==> src/rtl/bus_split_arbiter.sv <==
// Two-master bus arbiter with single-outstanding split-transaction parking
// and a BUSY-cycle watchdog that revokes a stuck grant.
module bus_split_arbiter #(
    parameter int SLAVE_LEN   = 2,
    parameter int TIMEOUT     = 200,
    parameter int TIMEOUT_LEN = 8
) (
    input  logic                 clk,
    input  logic                 reset,
    input  logic                 m1_request,
    input  logic                 m2_request,
    input  logic [SLAVE_LEN-1:0] m1_slave_sel,
    input  logic [SLAVE_LEN-1:0] m2_slave_sel,
    input  logic                 trans_done,
    input  logic [2:0]           s_split_en,
    output logic                 m1_grant,
    output logic                 m2_grant,
    output logic                 arbiter_busy,
    output logic                 bus_busy,
    output logic [SLAVE_LEN-1:0] bus_slave_sel,
    output logic                 m1_split,
    output logic                 m2_split,
    output logic                 timeout_pulse
);

    typedef enum logic [1:0] {
        ST_IDLE    = 2'd0,
        ST_ARB     = 2'd1,
        ST_BUSY    = 2'd2,
        ST_RELEASE = 2'd3
    } state_t;

    localparam logic [SLAVE_LEN-1:0]   SEL_RSVD = SLAVE_LEN'(3);
    localparam logic [TIMEOUT_LEN-1:0] WD_LAST  = TIMEOUT_LEN'(TIMEOUT - 1);

    // Split-enable bit of the given slave; the reserved code never splits.
    function automatic logic split_bit(input logic [2:0] vec, input logic [SLAVE_LEN-1:0] sel);
        logic bit_v;
        case (sel)
            SLAVE_LEN'(0): bit_v = vec[0];
            SLAVE_LEN'(1): bit_v = vec[1];
            SLAVE_LEN'(2): bit_v = vec[2];
            default:       bit_v = 1'b0;
        endcase
        return bit_v;
    endfunction

    state_t                 state_q, state_d;
    logic                   winner_q, winner_d;        // 1 = m2 owns the arbitration result
    logic [SLAVE_LEN-1:0]   sel_q, sel_d;
    logic                   arb_busy_q, arb_busy_d;
    logic                   bus_busy_q, bus_busy_d;
    logic                   m1_grant_q, m1_grant_d;
    logic                   m2_grant_q, m2_grant_d;
    logic                   m1_split_q, m1_split_d;
    logic                   m2_split_q, m2_split_d;
    logic                   timeout_q, timeout_d;
    logic                   split_valid_q, split_valid_d;
    logic                   split_master_q, split_master_d;
    logic [SLAVE_LEN-1:0]   split_slave_q, split_slave_d;
    logic [2:0]             split_prev_q;
    logic [TIMEOUT_LEN-1:0] wd_q, wd_d;

    logic park_en_s, rise_s, wd_hit_s, cancel_s;
    logic m1_block_s, m2_block_s, m1_elig_s, m2_elig_s, resume_s, pick_m2_s;

    // The parked master may only return once its slave drops split; the other
    // master is locked out of the parked slave until then.
    assign park_en_s  = split_bit(s_split_en, split_slave_q);
    assign m1_block_s = split_valid_q && (split_master_q ? (m1_slave_sel == split_slave_q) : park_en_s);
    assign m2_block_s = split_valid_q && (split_master_q ? park_en_s : (m2_slave_sel == split_slave_q));
    assign m1_elig_s  = m1_request && (m1_slave_sel != SEL_RSVD) && !m1_block_s;
    assign m2_elig_s  = m2_request && (m2_slave_sel != SEL_RSVD) && !m2_block_s;
    assign resume_s   = split_valid_q && (split_master_q ? m2_elig_s : m1_elig_s);
    assign pick_m2_s  = resume_s ? split_master_q : !m1_elig_s;
    assign rise_s     = split_bit(s_split_en, sel_q) && !split_bit(split_prev_q, sel_q);
    assign wd_hit_s   = (TIMEOUT != 0) && (wd_q == WD_LAST);
    assign cancel_s   = split_valid_q && !(split_master_q ? m2_request : m1_request);

    // Next-state, split bookkeeping and registered-output values.
    always_comb begin
        state_d        = state_q;
        winner_d       = winner_q;
        sel_d          = sel_q;
        arb_busy_d     = 1'b0;
        bus_busy_d     = 1'b0;
        m1_grant_d     = 1'b0;
        m2_grant_d     = 1'b0;
        timeout_d      = 1'b0;
        wd_d           = '0;
        split_valid_d  = split_valid_q && !cancel_s;
        split_master_d = split_master_q;
        split_slave_d  = split_slave_q;
        case (state_q)
            ST_IDLE: begin
                if (m1_elig_s || m2_elig_s) begin
                    state_d    = ST_ARB;
                    winner_d   = pick_m2_s;
                    sel_d      = pick_m2_s ? m2_slave_sel : m1_slave_sel;
                    arb_busy_d = 1'b1;
                end else begin
                    state_d = ST_IDLE;
                end
            end
            ST_ARB: begin
                state_d    = ST_BUSY;
                bus_busy_d = 1'b1;
                m1_grant_d = !winner_q;
                m2_grant_d = winner_q;
                if (split_valid_q && (split_master_q == winner_q)) begin
                    split_valid_d = 1'b0;
                end else begin
                    split_valid_d = split_valid_q && !cancel_s;
                end
            end
            ST_BUSY: begin
                if (trans_done || rise_s || wd_hit_s) begin
                    state_d   = ST_RELEASE;
                    timeout_d = !trans_done && !rise_s;
                    // A second split while one is pending closes like a normal transfer.
                    if (!trans_done && rise_s && !split_valid_q) begin
                        split_valid_d  = 1'b1;
                        split_master_d = winner_q;
                        split_slave_d  = sel_q;
                    end else begin
                        split_master_d = split_master_q;
                    end
                end else begin
                    state_d    = ST_BUSY;
                    bus_busy_d = 1'b1;
                    m1_grant_d = m1_grant_q;
                    m2_grant_d = m2_grant_q;
                    wd_d       = wd_q + TIMEOUT_LEN'(1);
                end
            end
            ST_RELEASE: begin
                state_d = ST_IDLE;
            end
            default: begin
                state_d = ST_IDLE;
            end
        endcase
        m1_split_d = split_valid_d && !split_master_d;
        m2_split_d = split_valid_d && split_master_d;
    end

    // State and output registers, cleared asynchronously by reset.
    always_ff @(posedge clk or posedge reset) begin
        if (reset) begin
            state_q        <= ST_IDLE;
            winner_q       <= 1'b0;
            sel_q          <= '0;
            arb_busy_q     <= 1'b0;
            bus_busy_q     <= 1'b0;
            m1_grant_q     <= 1'b0;
            m2_grant_q     <= 1'b0;
            m1_split_q     <= 1'b0;
            m2_split_q     <= 1'b0;
            timeout_q      <= 1'b0;
            split_valid_q  <= 1'b0;
            split_master_q <= 1'b0;
            split_slave_q  <= '0;
            split_prev_q   <= 3'b000;
            wd_q           <= '0;
        end else begin
            state_q        <= state_d;
            winner_q       <= winner_d;
            sel_q          <= sel_d;
            arb_busy_q     <= arb_busy_d;
            bus_busy_q     <= bus_busy_d;
            m1_grant_q     <= m1_grant_d;
            m2_grant_q     <= m2_grant_d;
            m1_split_q     <= m1_split_d;
            m2_split_q     <= m2_split_d;
            timeout_q      <= timeout_d;
            split_valid_q  <= split_valid_d;
            split_master_q <= split_master_d;
            split_slave_q  <= split_slave_d;
            split_prev_q   <= s_split_en;
            wd_q           <= wd_d;
        end
    end

    assign m1_grant      = m1_grant_q;
    assign m2_grant      = m2_grant_q;
    assign arbiter_busy  = arb_busy_q;
    assign bus_busy      = bus_busy_q;
    assign bus_slave_sel = sel_q;
    assign m1_split      = m1_split_q;
    assign m2_split      = m2_split_q;
    assign timeout_pulse = timeout_q;

endmodule

==> config.mk <==
export PLATFORM = sky130hd
export DESIGN_NAME = bus_split_arbiter
export DESIGN_NICKNAME = d
export VERILOG_FILES = /design/src/rtl/bus_split_arbiter.sv
export SDC_FILE = /design/constraint.sdc
export NUM_CORES = 1
export LEC_CHECK = 0
export ABC_AREA = 0
export CORE_ASPECT_RATIO = 0.8
export CORE_MARGIN = 3
export CORE_UTILIZATION = 57
export DETAILED_ROUTE_END_ITERATION = 8
export PLACE_DENSITY = 0.93
export SYNTH_ARGS = -nofsm -noshare
export SYNTH_HDL_FRONTEND = slang
export SYNTH_SLANG_ARGS = --single-unit
export TNS_END_PERCENT = 20
==> constraint.sdc <==
create_clock -name clk -period 4.95 [get_ports clk]
set_clock_uncertainty 0.1 [all_clocks]
set_input_delay 0.99 -clock clk [delete_from_list [all_inputs] [get_ports clk]]
set_output_delay 0.99 -clock clk [all_outputs]
set_load 0.005 [all_outputs]
==> impl_metrics.yaml <==
outcome:
  status: "finished clean"
cells_and_area:
  final_cells: 178
  syn2layout_area_growth_pct: 16.2
  mostFrequentLayoutCell: "dfrtp_1"
  fin_nets: 171
  nFillCells: 179
  antenna_cells: 0
  layout_common_cells: "dfrtp_1, clkdlybuf4s50_1, inv_1, nor2_1, nand2_1"
  drive_above_1_share_pct: 9.15
global_route:
  overflow: 0
  grt_max_degree: 28
  grt_usage_pct: 21.7
  grt_pass1_wl_um: 5000
  grt_pass1_vias: 1121
  antenna_found_initial: 0
logic_synthesis:
  ys_seq_area_share_pct: 48.0
  yosysWarningCount: 0
  yosys.area.top_type_share_pct: 48.0
  synth.avg_cell_area_um2: 10.6
  synth_edf_count: 0
  synthDistinctLibCells: 42
  async_flop_share_pct: 100
  synth_area_leaders: "dfrtp_1, ha_1, xor2_1, inv_1, nor2_1"
  synthFlopType: "dfrtp_1"
  synth_largest_area_cell: "dfrtp_1"
  synth.net_count: 150
  ys_ff_latch: 27
  syn-cell-area_um2: 1410
  synthCells: 133
cts:
  cts-root-buf: "clkbuf_4"
  post_cts_buffers: 0
  clk_pin_slew_ns: 0.13
  post_cts_resized: 0
  holdBufCountCts: 0
  cts_inserted_buffers: 3
  clk_path_buf_depth: 2
  cts_tree: "yes"
  clk_latency_ns: 0.33
  h-tree-depth: 1
  cts.sinks: 27
floorplanning:
  num_rows: 15
  io_pins: 21
  dieWidth_um: 61.6
  core_um2: 2250
  start_util_pct: 62.5
  die_y_um: 50.4
  dieArea_um2: 3110
route:
  drc: 0
  drt_iter0_drc: 71
  drtAntennaViolNets: 0
  viasPerCell: 6.11
  via_count: 1087
  routed_wl_um: 3020
  drt_pre_antenna_iters: 4
  wl_per_cell_um: 16.9
power_and_ir_drop:
  power_mw: 0.677
  p_leak_nw: 0.725
  ir_worst_vdd_mv: 0.255
  p_per_area_nw_per_um2: 414
place:
  post-place-ws_ns: 1.75
  dp_hpwl_um: 2280
  numPlacedInstances: 174
  port_buffers: 20
  gp_congestion: 0.868
sta:
  finalSetupViolations: 0
  fin_crit_ns: 2.86
  fmax_ghz: 0.349
  setup_ws_ns: 2.09
  whs_ns: 0.372
  hold_viol: 0
  relSlewSlack_pct: 33.3
  period_share_pct: 57.9
  worst_pin_slew_ns: 0.999
  drv_slew: 0
  finalSetupTns_ns: 0
  rsz0062_at_grt: "false"
min_path:
  min_path_type: "reg2reg"
  hold_depth: 1
  hold_end: "wd_q[0]"
  hp-start: "wd_q[0]"
setup_path:
  required_ns: 5.07
  critical_path.max_stage_delay_ns: 0.51
  worstPathCellList: "clkdlybuf4s50_1 > or3b_1 > a21o_1 > nand4b_1 > nand2b_1 > mux2_1"
  worstReg2RegEnd: "m1_grant"
  r2r_start: "bus_slave_sel[0]"
  path_class: "in2reg"
  worstSetupEndpointType: "flip-flop"
  r2r_cells: 5
  cp.arrival_ns: 2.98
  startpoint_type: "input port"
  reg2reg_slack_ns: 2.75
  slowest_stage: "clkdlybuf4s50_1"
  crit_path_max_fanout: 9
job:
  drv_cap: 0
[cell usage after synthesis, types with 3 or more instances]
library cell and number:
nor2_1 11, a21oi_1 5, inv_1 12, nand2b_1 3
ha_1 5, nand3_1 4, mux2i_1 3, xor2_1 7
o21ai_0 3, dfrtp_1 27, nand2_1 9
[metal layers]
metal	up-vias	GRT usage [%]	share of wire [%]
met2	45	35.7	49
li1	507	-	-
met1	524	27.0	43
met5	-	0	0
met3	11	5.66	5.9
met4	0	7.77	2.3
[worst max-delay path, delay by kind of cell]
kind	cells	cell delay, ns
AOI/OAI and AO/OA	1	0.23
muxes	1	0.36
and+or+nand+nor	3	0.89
buffers and inverters	1	0.51
[per-stage QoR]
stage / utilization, % / instance area [um^2]
floorplan: - / 1410
global placement: 71.4 / 1610
detailed placement: 71.4 / 1610
CTS: 72.6 / 1640
global route: 72.6 / 1640
finish: 72.6 / 1640
[logic make-up after synthesis]
family / share of synthesized area (%)
simple gates: 18.8
mux: 5.51
buf+inv: 5.42
xor+xnor: 5.60
compound gates: 12.2
fa+ha+maj: 4.44
flops: 48.0
[power by group]
part           switching, mW  total (mW)  leakage, nW  internal (mW)
clock network         0.0642      0.0945       0.0177         0.0304
logic                  0.123       0.250        0.357          0.127
registers             0.0628       0.332        0.350          0.270
[sequential cells by signal (all words and copies together), names as in the netlist]
signal,flops
split_prev_q,3
arbiter_busy,1
wd_q,8
timeout_pulse,1
m1_split,1
split_master_q,1
m2_split,1
state_q,2
split_valid_q,1
m2_grant,1
split_slave_q,2
bus_busy,1
bus_slave_sel,2
m1_grant,1
winner_q,1
[how the worst max path moves through the flow]
stage	endpoint	startpoint	cells past startpoint	slack [ns]
global route	m1_grant	s_split_en[0]	6	2.00
global placement	m1_grant	s_split_en[0]	6	1.83
detailed placement	m1_grant	s_split_en[0]	6	1.75
CTS	m1_grant	s_split_en[0]	6	2.11
finish	m1_grant	s_split_en[0]	6	2.09
floorplan	m1_grant	s_split_en[0]	6	2.49
[layout make-up]
cell class              instances  area [um^2]  share of cell area, %
clock buffers                   3         22.5                   1.38
flip-flops and latches         27          676                   41.3
repair buffers                 20          200                   12.2
multi-input cells              90          656                   40.1
inverters                      12         45.0                   2.75
well taps                      25         31.3                   1.91
clock inverters                 1         5.00                  0.306
Note: power is estimated with default switching activity, not from simulation.
